--- config.mk ---
export PLATFORM = sky130hd
export DESIGN_NAME = stdmacro_skid_ctrl
export DESIGN_NICKNAME = d
export VERILOG_FILES = /design/src/rtl/stdmacro_skid_pkg.sv /design/src/rtl/stdmacro_skid_reg.sv /design/src/rtl/stdmacro_skid_ctrl.sv
export SDC_FILE = /design/constraint.sdc
export NUM_CORES = 1
export LEC_CHECK = 0
export CAP_MARGIN = 10
export CORE_ASPECT_RATIO = 1.1
export CORE_MARGIN = 2
export CORE_UTILIZATION = 49
export CTS_BUF_LIST = sky130_fd_sc_hd__clkbuf_16
export CTS_CLUSTER_DIAMETER = 100
export DETAILED_ROUTE_END_ITERATION = 12
export HOLD_SLACK_MARGIN = 0.03
export PLACE_DENSITY = 0.85
export SLEW_MARGIN = 5
export SYNTH_ARGS = -nofsm -noshare
export SYNTH_HDL_FRONTEND = slang
export SYNTH_SLANG_ARGS = --single-unit
export TNS_END_PERCENT = 10
--- constraint.sdc ---
create_clock -name clk -period 3.1 [get_ports clk]
set_clock_uncertainty 0.1 [all_clocks]
set_input_delay 0.62 -clock clk [delete_from_list [all_inputs] [get_ports clk]]
set_output_delay 0.62 -clock clk [all_outputs]
set_load 0.005 [all_outputs]
--- src/rtl/stdmacro_skid_pkg.sv ---
// rtl/stdmacro_skid_pkg.sv - shared constants and helpers for the skid-buffer controller
//
// Purpose: state encoding, occupancy width and the state-to-occupancy decode
//          shared by stdmacro_skid_ctrl and its bench.
// Contents:
//   STATE_WIDTH / OCC_WIDTH        widths of the state register and occupancy port
//   ST_EMPTY / ST_BUSY / ST_FULL   legal state encodings (2'd3 is illegal)
//   occ_of_state()                 entry count held in a given state
package stdmacro_skid_pkg;

  localparam int STATE_WIDTH = 2;
  localparam int OCC_WIDTH   = 2;

  localparam logic [STATE_WIDTH-1:0] ST_EMPTY = 2'd0;
  localparam logic [STATE_WIDTH-1:0] ST_BUSY  = 2'd1;
  localparam logic [STATE_WIDTH-1:0] ST_FULL  = 2'd2;

  // The illegal encoding reports zero entries so it never advertises data.
  function automatic logic [OCC_WIDTH-1:0] occ_of_state(input logic [STATE_WIDTH-1:0] st);
    case (st)
      ST_BUSY: return 2'd1;
      ST_FULL: return 2'd2;
      default: return 2'd0;
    endcase
  endfunction

endpackage

--- src/rtl/stdmacro_skid_reg.sv ---
// rtl/stdmacro_skid_reg.sv - enabled payload register with synchronous reset
//
// Purpose: one payload slot of the skid buffer (used as main and as skid).
// Ports:
//   clk    in   clock, rising edge
//   reset  in   synchronous active-high reset, loads DATA_RESET_VALUE
//   en     in   load enable
//   d      in   DATA_WIDTH next payload
//   q      out  DATA_WIDTH held payload
module stdmacro_skid_reg
  import stdmacro_skid_pkg::*;
#(
  parameter int                    DATA_WIDTH       = 32,
  parameter logic [DATA_WIDTH-1:0] DATA_RESET_VALUE = '0
) (
  input  logic                  clk,
  input  logic                  reset,
  input  logic                  en,
  input  logic [DATA_WIDTH-1:0] d,
  output logic [DATA_WIDTH-1:0] q
);

  always_ff @(posedge clk) begin
    if (reset) begin
      q <= DATA_RESET_VALUE;
    end else if (en) begin
      q <= d;
    end
  end

endmodule

--- src/rtl/stdmacro_skid_ctrl.sv ---
// rtl/stdmacro_skid_ctrl.sv - two-entry valid/ready skid-buffer controller
//
// Purpose: cuts a valid/ready pipeline boundary with full throughput. A main
//          register drives the downstream side; a skid register absorbs the one
//          extra beat accepted while downstream stalls. All outputs decode from
//          registers only, so there is no m_ready -> s_ready combinational path.
// Ports:
//   clk        in   clock, rising edge
//   reset      in   synchronous active-high reset
//   flush      in   synchronous flush, empties the buffer without clearing payloads
//   s_valid    in   upstream payload valid
//   s_ready    out  upstream may transfer
//   s_data     in   DATA_WIDTH upstream payload
//   m_valid    out  downstream payload valid
//   m_ready    in   downstream accepts
//   m_data     out  DATA_WIDTH downstream payload (main register)
//   occupancy  out  2 held entries, 0..2
module stdmacro_skid_ctrl
  import stdmacro_skid_pkg::*;
#(
  parameter int                    DATA_WIDTH       = 32,
  parameter logic [DATA_WIDTH-1:0] DATA_RESET_VALUE = '0
) (
  input  logic                  clk,
  input  logic                  reset,
  input  logic                  flush,
  input  logic                  s_valid,
  output logic                  s_ready,
  input  logic [DATA_WIDTH-1:0] s_data,
  output logic                  m_valid,
  input  logic                  m_ready,
  output logic [DATA_WIDTH-1:0] m_data,
  output logic [1:0]            occupancy
);

  logic [STATE_WIDTH-1:0] state_q;
  logic [STATE_WIDTH-1:0] state_d;
  logic                   main_en;
  logic                   skid_en;
  logic                   in_xfer;
  logic                   out_xfer;
  logic [DATA_WIDTH-1:0]  main_d;
  logic [DATA_WIDTH-1:0]  skid_q;

  // Output decode depends on state_q alone.
  assign s_ready   = (state_q != ST_FULL);
  assign m_valid   = (state_q == ST_BUSY) || (state_q == ST_FULL);
  assign occupancy = occ_of_state(state_q);

  assign in_xfer  = s_valid & s_ready;
  assign out_xfer = m_valid & m_ready;

  // When FULL the older beat is in main, so main refills from skid to keep order.
  assign main_d = (state_q == ST_FULL) ? skid_q : s_data;

  always_comb begin
    state_d = state_q;
    main_en = 1'b0;
    skid_en = 1'b0;
    if (flush) begin
      state_d = ST_EMPTY;
    end else begin
      case (state_q)
        ST_EMPTY: begin
          if (s_valid) begin
            main_en = 1'b1;
            state_d = ST_BUSY;
          end
        end
        ST_BUSY: begin
          case ({in_xfer, out_xfer})
            2'b11: main_en = 1'b1;
            2'b10: begin
              skid_en = 1'b1;
              state_d = ST_FULL;
            end
            2'b01: state_d = ST_EMPTY;  // main keeps the consumed value
            default: state_d = ST_BUSY;
          endcase
        end
        ST_FULL: begin
          if (m_ready) begin
            main_en = 1'b1;
            state_d = ST_BUSY;
          end
        end
        default: state_d = ST_EMPTY;  // illegal encoding recovers
      endcase
    end
  end

  always_ff @(posedge clk) begin
    if (reset) begin
      state_q <= ST_EMPTY;
    end else begin
      state_q <= state_d;
    end
  end

  stdmacro_skid_reg #(
    .DATA_WIDTH       (DATA_WIDTH),
    .DATA_RESET_VALUE (DATA_RESET_VALUE)
  ) u_main (
    .clk   (clk),
    .reset (reset),
    .en    (main_en),
    .d     (main_d),
    .q     (m_data)
  );

  stdmacro_skid_reg #(
    .DATA_WIDTH       (DATA_WIDTH),
    .DATA_RESET_VALUE (DATA_RESET_VALUE)
  ) u_skid (
    .clk   (clk),
    .reset (reset),
    .en    (skid_en),
    .d     (s_data),
    .q     (skid_q)
  );

endmodule

# Word level (Yosys, flattened, before mapping)
# Cells that the tools add are included.
# classes
div,0
addsub,0
shifts,0
bitwise_logic,2
order_cmp,0
n_eq_ne,9
multipliers,0
muxes,14
reduce_logical,4
# ops
op,count
32-bit two-way mux,1
2-bit one-hot mux with 3 select lines,2
2-bit inequality test (second input constant),4
1-bit two-way mux,7
2-bit equality test (second input constant),3
2-bit by 1-bit equality test with 1-bit output (second input constant),2
2-bit two-way mux,2
2-bit one-hot mux with 2 select lines,1
1-bit one-hot mux with 3 select lines,1
3-bit AND reduction,1
1-bit AND,2
2-bit logical NOT,1
2-bit OR reduction,1
1-bit logical OR,1
# totals
latchBits,0
input_bits,37
romBits,0
reg_bits,66
wordCells,32
n_memories,0
ram_bits,0

# Longest topological paths before layout
# Gate-level depths: netlist of the first run.
# logic_depth
ltp_word,7
depth_mapped,12
ltp_nobuf,9

# By module
# A second synthesis of the first run with hierarchy kept.
# unflattened
cells_unflattened,272
hier_area_um2,2957.8
# by_module_without_submodules
mod,instances,cells_each,area_per_inst_um2
stdmacro_skid_reg,2,103,1163.6
stdmacro_skid_ctrl,1,66,630.6

# Least setup slack after synthesis of the first run
# No wires, ideal clock.
# synth_timing
path_type,register -> register
startpoint,reg state_q[0]
endpoint,reg u_main.q[23]
required_ns,2.854
setup_time_ns,0.146
t_arrival_ns,2.309
path_stages_with_launch,12
path_buffers,3
setup_slack_ns,0.545
path_cell_list,dfxtp_1 inv_1 ha_1 buf_4 buf_1 nor2b_1 ha_1 a222oi_1 nor3_4 buf_2 nor2_1 a211oi_2
# synth_via
elab_chain_cells,7
# synth_lines
item,line,source
from (decl),stdmacro_skid_ctrl.sv:36,logic [STATE_WIDTH-1:0] state_q;
from (signal assigned),stdmacro_skid_ctrl.sv:96,state_q <= state_d;
2-bit by 1-bit equality test with 1-bit output or 2-bit equality test (tied branches),"stdmacro_skid_ctrl.sv:47, stdmacro_skid_ctrl.sv:63, stdmacro_skid_ctrl.sv:54",
1-bit logical OR,stdmacro_skid_ctrl.sv:47,assign m_valid = (state_q == ST_BUSY) || (state_q == ST_FULL);
1-bit AND,stdmacro_skid_ctrl.sv:51,assign out_xfer = m_valid & m_ready;
2-bit equality test,stdmacro_skid_ctrl.sv:71,"case ({in_xfer, out_xfer})"
1-bit two-way mux,stdmacro_skid_ctrl.sv:71,
1-bit one-hot mux with 3 select lines,stdmacro_skid_ctrl.sv:63,case (state_q)
1-bit two-way mux,stdmacro_skid_ctrl.sv:60,if (flush) begin
to (signal assigned),stdmacro_skid_reg.sv:25,q <= DATA_RESET_VALUE;
to (signal assigned),stdmacro_skid_reg.sv:27,q <= d;
to (decl),stdmacro_skid_reg.sv:20,output logic [DATA_WIDTH-1:0] q
# Parallel ways exist; a longest one is shown, timed or not.
# A chain may end at the register's enable or synchronous reset.

# Worst setup path in the final report of the first run
# layout_timing
startpoint,reg state_q[0]
endpoint,out s_ready
# layout_via
elab_chain_cells,1
# layout_lines
item,line,source
2-bit inequality test,stdmacro_skid_ctrl.sv:46,assign s_ready = (state_q != ST_FULL);
to (decl),stdmacro_skid_ctrl.sv:28,"output logic s_ready,"
# Every way passes these cells.

==> results.md, run 1 <==
* Starting Density at 0.501
* Fin util at 0.688
* Number of synthesized register bits at 66
* Overall Global Routing Usage at 0.205
* Fin nets at about 420
* Count of different cell masters after synthesis at 22
* Routed WL at 6.31 mm
* Avg Inst Size Synth at roughly 9 sq um
* Later-pin clock latency in the skew report at around 0.32 ns
* Met2 WL at 3.13 mm
* Pre-antenna DRT Iters at 5
* Critical Path AT at about 1.7 ns
* CTS Hold Bufs at 0
* Layout cells sized above 1 at 0.135
* Core area at roughly 0.0057 sq mm
* Final ANT Viol Nets at 0
* Fillers at 480
* Via-per-instance ratio at around 5.2
* 1st-iter DRT viols at 94
* Area growth, synth to finish at 37.2%
* Max layer used: met4
* Die Ht at 84.3 um
* Initial antenna violation count at 0
* Cell Area, Synth at 0.00287 sq mm
* Placer Congestion at a little under 0.8
* Post-Syn Instances at just over 300
* Worst Setup End Kind: primary output
* WL per Instance at ~14 um
* Clock Tree Buf Depth at 2
* Final setup fails at 0
* Sequential area share after synthesis at 0.460
* Clock sink total at between 60 and 70
* Slew Limit Headroom at 0.530
* DPL Wire Length at around 4.0 mm
* Most frequent cells in the layout: clkdlybuf4s50_1, nand2_1, dfxtp_1
* Leak at around 1.3 nW
* Worst setup path class: reg -> out
* Vias in the first global route at 2,463
* Met3 WL post-DR at between 300 and 400 um
* Maximum capacitance violations at 0
* First-pass GRT wire length at roughly 11 mm
* Port Buffers at 72
* Status: finished clean
* Die area at around 0.0065 sq mm
* CTS root buffer: clkbuf_16
* Tightest Pin Transition at roughly 0.70 ns
* RSZ-0062 raised after global routing: false
* CTS tree: yes
* Final Max Slew Viols at 0
* Drt drc at 0
* Largest net degree at the start of global routing at 39
* # resized after CTS at 0
* Vias at 2,368
* Tcrit/Tclk final at 0.771
* Power density cells at around 560 mW/mm^2
* Chip width at approximately 77 um
* Post-CTS setup buffers at 0
* Ys Warns at 0
* Crit path required time at about 2.4 ns
* # IOs at 73
* CTS Buf Count at 9
* Worst R2R Setup Slack at 0.72 ns
* Core Rows at 29
* Post-route setup TNS at 0 ns
* Tmin final at 2.39 ns
* VDD IR max at between 0.0004 and 0.0005 V
* Worst min path class: reg -> reg
* DRT met1 WL at ~2.7 mm
* Fin. Hold Viols at 0
* Diodes inserted at 0
* Htree depth at 3
* CP Max Fanout at 5
* Syn_nets at about 350
* Max Freq at ~0.42 GHz
* Commonest non-fill, non-tap cell in the layout: clkdlybuf4s50_1
* Register clock-pin slew on the reported worst setup and hold paths at 0.05 ns
* Gr ovfl total at 0
* Startpoint types: register
## kinds of logic after synthesis
group / Yosys count / share of synthesized area
AOI/OAI and AO/OA: 68 / 0.199
and+or+nand+nor: 107 / 0.147
muxes: 33 / 0.115
adders and majority gates: 7 / 0.0305
buffers and inverters: 29 / 0.0483
DFF: 66 / 0.460
## worst max-delay path: stages, from the launching register on
cell and delay (ns):
dfxtp_1 0.40, inv_1 0.10, ha_2 0.22, inv_1 0.11, clkdlybuf4s50_1 0.51
## per-stage QoR
step	total power [mW]	hold slack (ns)	setup slack, ns	cells	area [sq um]
2_1_floorplan	1.06	0.336	0.545	310	2870
3_3_place_gp	1.19	0.341	0.545	440	3630
3_5_place_dp	1.20	0.348	0.434	440	3630
4_1_cts	2.24	0.356	0.710	456	3940
5_1_grt	2.30	0.380	0.575	456	3940
6_report	2.23	0.355	0.709	456	3940
## report_power, final
group | leakage [nW] | internal (mW) | switching, mW
Sequential | 0.538 | 0.888 | 0.0207
Combinational | 0.622 | 0.150 | 0.122
Clock | 0.148 | 0.693 | 0.353
Total | 1.31 | 1.73 | 0.496
## registers in the layout, indices dropped and copies added, names as in the netlist
| name | flops |
|---|---|
| u_main.q | 32 |
| state_q | 2 |
| u_skid.q | 32 |
## worst paths after layout
| check | start | end | cells past startpoint |
|---|---|---|---|
| setup / recovery | state_q[0] | s_ready | 4 |
| hold reg to reg | u_skid.q[14] | u_skid.q[14] | 2 |
| hold / removal | u_skid.q[14] | u_skid.q[14] | 2 |
| setup reg to reg | state_q[0] | u_main.q[22] | 10 |
## cell usage after synthesis
master | count | share of area
ha_1 | 7 | 0.030
buf_1 | 2 | 0.0026
buf_4 | 3 | 0.0078
nor3_4 | 1 | 0.0057
a31oi_1 | 1 | 0.0022
dfxtp_1 | 66 | 0.46
a21oi_1 | 32 | 0.056
nor2_1 | 33 | 0.043
a211oi_2 | 28 | 0.12
inv_1 | 5 | 0.0065
o221ai_1 | 1 | 0.0030
buf_6 | 2 | 0.0078
clkbuf_1 | 14 | 0.018
buf_2 | 3 | 0.0052
a211oi_1 | 5 | 0.013
nor2b_1 | 1 | 0.0022
or2_2 | 1 | 0.0022
or3_1 | 1 | 0.0022
nor3_1 | 1 | 0.0017
mux2i_1 | 33 | 0.11
nand2_1 | 69 | 0.090
a222oi_1 | 1 | 0.0035
## area by class of cell
class                   count  area [sq um]  share of cell area
multi-input cells         215          1420               0.360
repair buffers             77           778               0.197
flip-flops and latches     66          1320               0.335
well taps                  77          96.3              0.0244
inverters                   5          18.8             0.00476
clock buffers               9           225              0.0571
clock inverters             7          83.8              0.0213
## layer usage
metal | global-route usage | vias up
li1 | - | 1189
met3 | 0.0462 | 11
met1 | 0.233 | 1111
met4 | 0.0974 | 0
met2 | 0.364 | 57
met5 | 0 | -
Power figures use the tool's default switching activity.
==> run 2: changes to the inputs <==
--- a/config.mk
+++ b/config.mk
@@ -8,12 +8,12 @@
 export CAP_MARGIN = 10
 export CORE_ASPECT_RATIO = 1.1
 export CORE_MARGIN = 2
-export CORE_UTILIZATION = 49
+export CORE_UTILIZATION = 44
 export CTS_BUF_LIST = sky130_fd_sc_hd__clkbuf_16
 export CTS_CLUSTER_DIAMETER = 100
 export DETAILED_ROUTE_END_ITERATION = 12
 export HOLD_SLACK_MARGIN = 0.03
-export PLACE_DENSITY = 0.85
+export PLACE_DENSITY = 0.81
 export SLEW_MARGIN = 5
 export SYNTH_ARGS = -nofsm -noshare
 export SYNTH_HDL_FRONTEND = slang
==> constraint.sdc (replaced) <==
create_clock -name clk -period 2 [get_ports clk]
set_clock_uncertainty 0.1 [all_clocks]
set_input_delay 0.4 -clock clk [delete_from_list [all_inputs] [get_ports clk]]
set_output_delay 0.4 -clock clk [all_outputs]
set_load 0.005 [all_outputs]
==> run 2 against run 1 <==
  * The run now ends with negative setup slack left
  * Critical path depth rose by 7
  * Non-clock buffer count rose by 30
  * Cell area rose by 13%
  * Flip-flop and latch count did not move
  * Combinational power rose by 100%
  * Cell count rose by 7.2%
  * Critical endpoint is now u_main.q[0]
  * Highest routed layer unchanged
==> results.md, run 2 (synthesis results as in run 1) <==
* Status: finished, violations left
* Failing checks: negative setup slack
* Worst setup path class: reg -> reg
* CP delay by family, top: buffers and inverters
* Crit path largest cell delay at 0.38 ns
* VDD IR max at 0.000579 V
* Later-pin clock latency in the skew report at roughly 0.33 ns
* Buffers and inverters on the worst path at 5
* Placer Congestion at slightly above 0.8
* CTS root buffer: clkbuf_16
* Via-per-instance ratio at ~5.2
* Htree depth at 3
* Worst min path class: reg -> reg
* Startpoint types: register
* Post-route insts no fill at between 400 and 500
* 1st-iter DRT viols at approximately 140
* Routed WL at about 7.5 mm
* Setup ws final at -0.112 ns
* Most frequent cells in the layout: clkdlybuf4s50_1, nand2_1, dfxtp_1
* Chip width at 81.1 um
* Final ANT Viol Nets at 0
* Pre-antenna DRT Iters at 4
* Die area at about 0.0072 sq mm
* Largest net degree at the start of global routing at 67
* Tightest Pin Transition at between 0.6 and 0.7 ns
* Fin. Hold Viols at 0
* Fin nets at between 400 and 500
* Commonest non-fill, non-tap cell in the layout: clkdlybuf4s50_1
* Switching share of power at 0.238
* Final hold slack at around 0.35 ns
* Pre-CTS WS at -0.375 ns
* Tmin final at roughly 2.1 ns
* Vias in the first global route at between 2,000 and 3,000
* Power density cells at a little under 800 mW/mm^2
* Gr ovfl total at 0
* Drt drc at 0
* Regs by FF count: u_main.q x32, u_skid.q x32, state_q x2
* Fin util at 0.714
* Worst Setup End Kind: register
* Clock sink total at 66
* Post-route setup TNS at -1.16 ns
* Initial antenna violation count at 0
* CTS Buf Count at 9
* CTS tree: yes
* Tcrit/Tclk final at 1.06
* Core Rows at 30
* Area growth, synth to finish at 54.9%
* RSZ-0062 raised after global routing: true
* Area after DPL at about 0.0039 sq mm
* Crit-path cells: inv_2 > ha_4 > nand2_4 > inv_2 > ha_4 > a222oi_1 > nor3_4 > buf_12 > clkbuf_16 > buf_4 > a211oi_2
* Starting Density at 0.461
* Sequential power share at 0.409
* Critical Path AT at around 2.3 ns
* Slew Limit Headroom at 0.600
* Diodes inserted at 0
* Pwr Total at 3.47 mW
* Leak at around 1.5 nW
* Fillers at ~460
* Multi-input gate area at between 0.0015 and 0.002 sq mm
* Die Ht at slightly below 90 um
* Final Max Slew Viols at 0
* Layout cells sized above 1 at 0.284
* Vias at about 2,600
* # IOs at 73
* Crit path required time at around 2.2 ns
* Slowest CP cell: a222oi_1
* Clock network power share at 0.432
* Port Buffers at 72
* Core area at just over 0.006 sq mm
* DPL Wire Length at between 4 and 5 mm
* First-pass GRT wire length at roughly 12 mm
* Cell-internal power at around 2.6 mW
* WL per Instance at 15.3 um
* Max Freq at 0.474 GHz
* Net Sw Power at around 0.8 mW
* Combinational Power Share at 0.159
* Dpl cells at between 400 and 500
* Fin area at 0.00445 sq mm
* Final setup fails at 30
* Maximum capacitance violations at 0
* Overall Global Routing Usage at 0.216
* Register clock-pin slew on the reported worst setup and hold paths at approximately 0.05 ns
* CP Max Fanout at 6
* Reg area at 0.00132 sq mm
* Clock Tree Buf Depth at 2
## run 2: changes by cell type in the layout (fill, tap and decap cells not counted), moves of 5 or more
cell and delta:
nor2_1 -21, buf_4 +19, nor2_2 +12, nor2_4 +9, buf_6 +5
## run 2: worst paths after layout
| path | cells after the start | from | slack [ns] | end |
|---|---|---|---|---|
| worst max-delay path | 11 | state_q[0] | -0.11 | u_main.q[0] |
| worst min-delay path | 2 | u_skid.q[11] | 0.35 | u_skid.q[11] |
| worst max register to register | 11 | state_q[0] | -0.11 | u_main.q[0] |
| worst min register to register | 2 | u_skid.q[11] | 0.35 | u_skid.q[11] |
## run 2: routing by layer
layer / routed length (um) / GRT usage / share of wire
met5: 0 / 0 / 0
met4: 131 / 0.100 / 0.018
met3: 284 / 0.0398 / 0.038
met2: 3820 / 0.382 / 0.51
met1: 3220 / 0.252 / 0.43
## run 2: final cells by class
type	count	area share
timing repair buffer	107	0.255
clock inverter	7	0.0138
inverter	5	0.00422
sequential	66	0.297
clock buffer	9	0.0506
tap	80	0.0225
multi-input combinational	215	0.356
## run 2: power groups by stage
stage                     clock, mW  sequential, mW  combinational, mW
after floorplan                   0            1.44              0.212
after global placement            0            1.43              0.453
after detailed placement          0            1.44              0.466
after CTS                      1.51            1.41              0.526
after global routing           1.57            1.42              0.594
final                          1.50            1.42              0.551
## run 2: repair_timing
action / 4_1_cts / 5_1_grt
setup endpoints to repair: 34 / 65
endpoints found under the hold margin: 0 / 0
cloned: 3 / 1
setup buffers: 2 / 1
pin swaps: 5 / 2
resized for setup: 32 / 23
hold buffers: 0 / 0
## run 2: worst register-to-register path, cell delays in order, from the launching register on
cell	delay [ns]
dfxtp_2	0.33
inv_2	0.05
ha_4	0.25
nand2_4	0.06
inv_2	0.04
ha_4	0.14
a222oi_1	0.38
nor3_4	0.07
buf_12	0.17
clkbuf_16	0.16
buf_4	0.13
a211oi_2	0.15
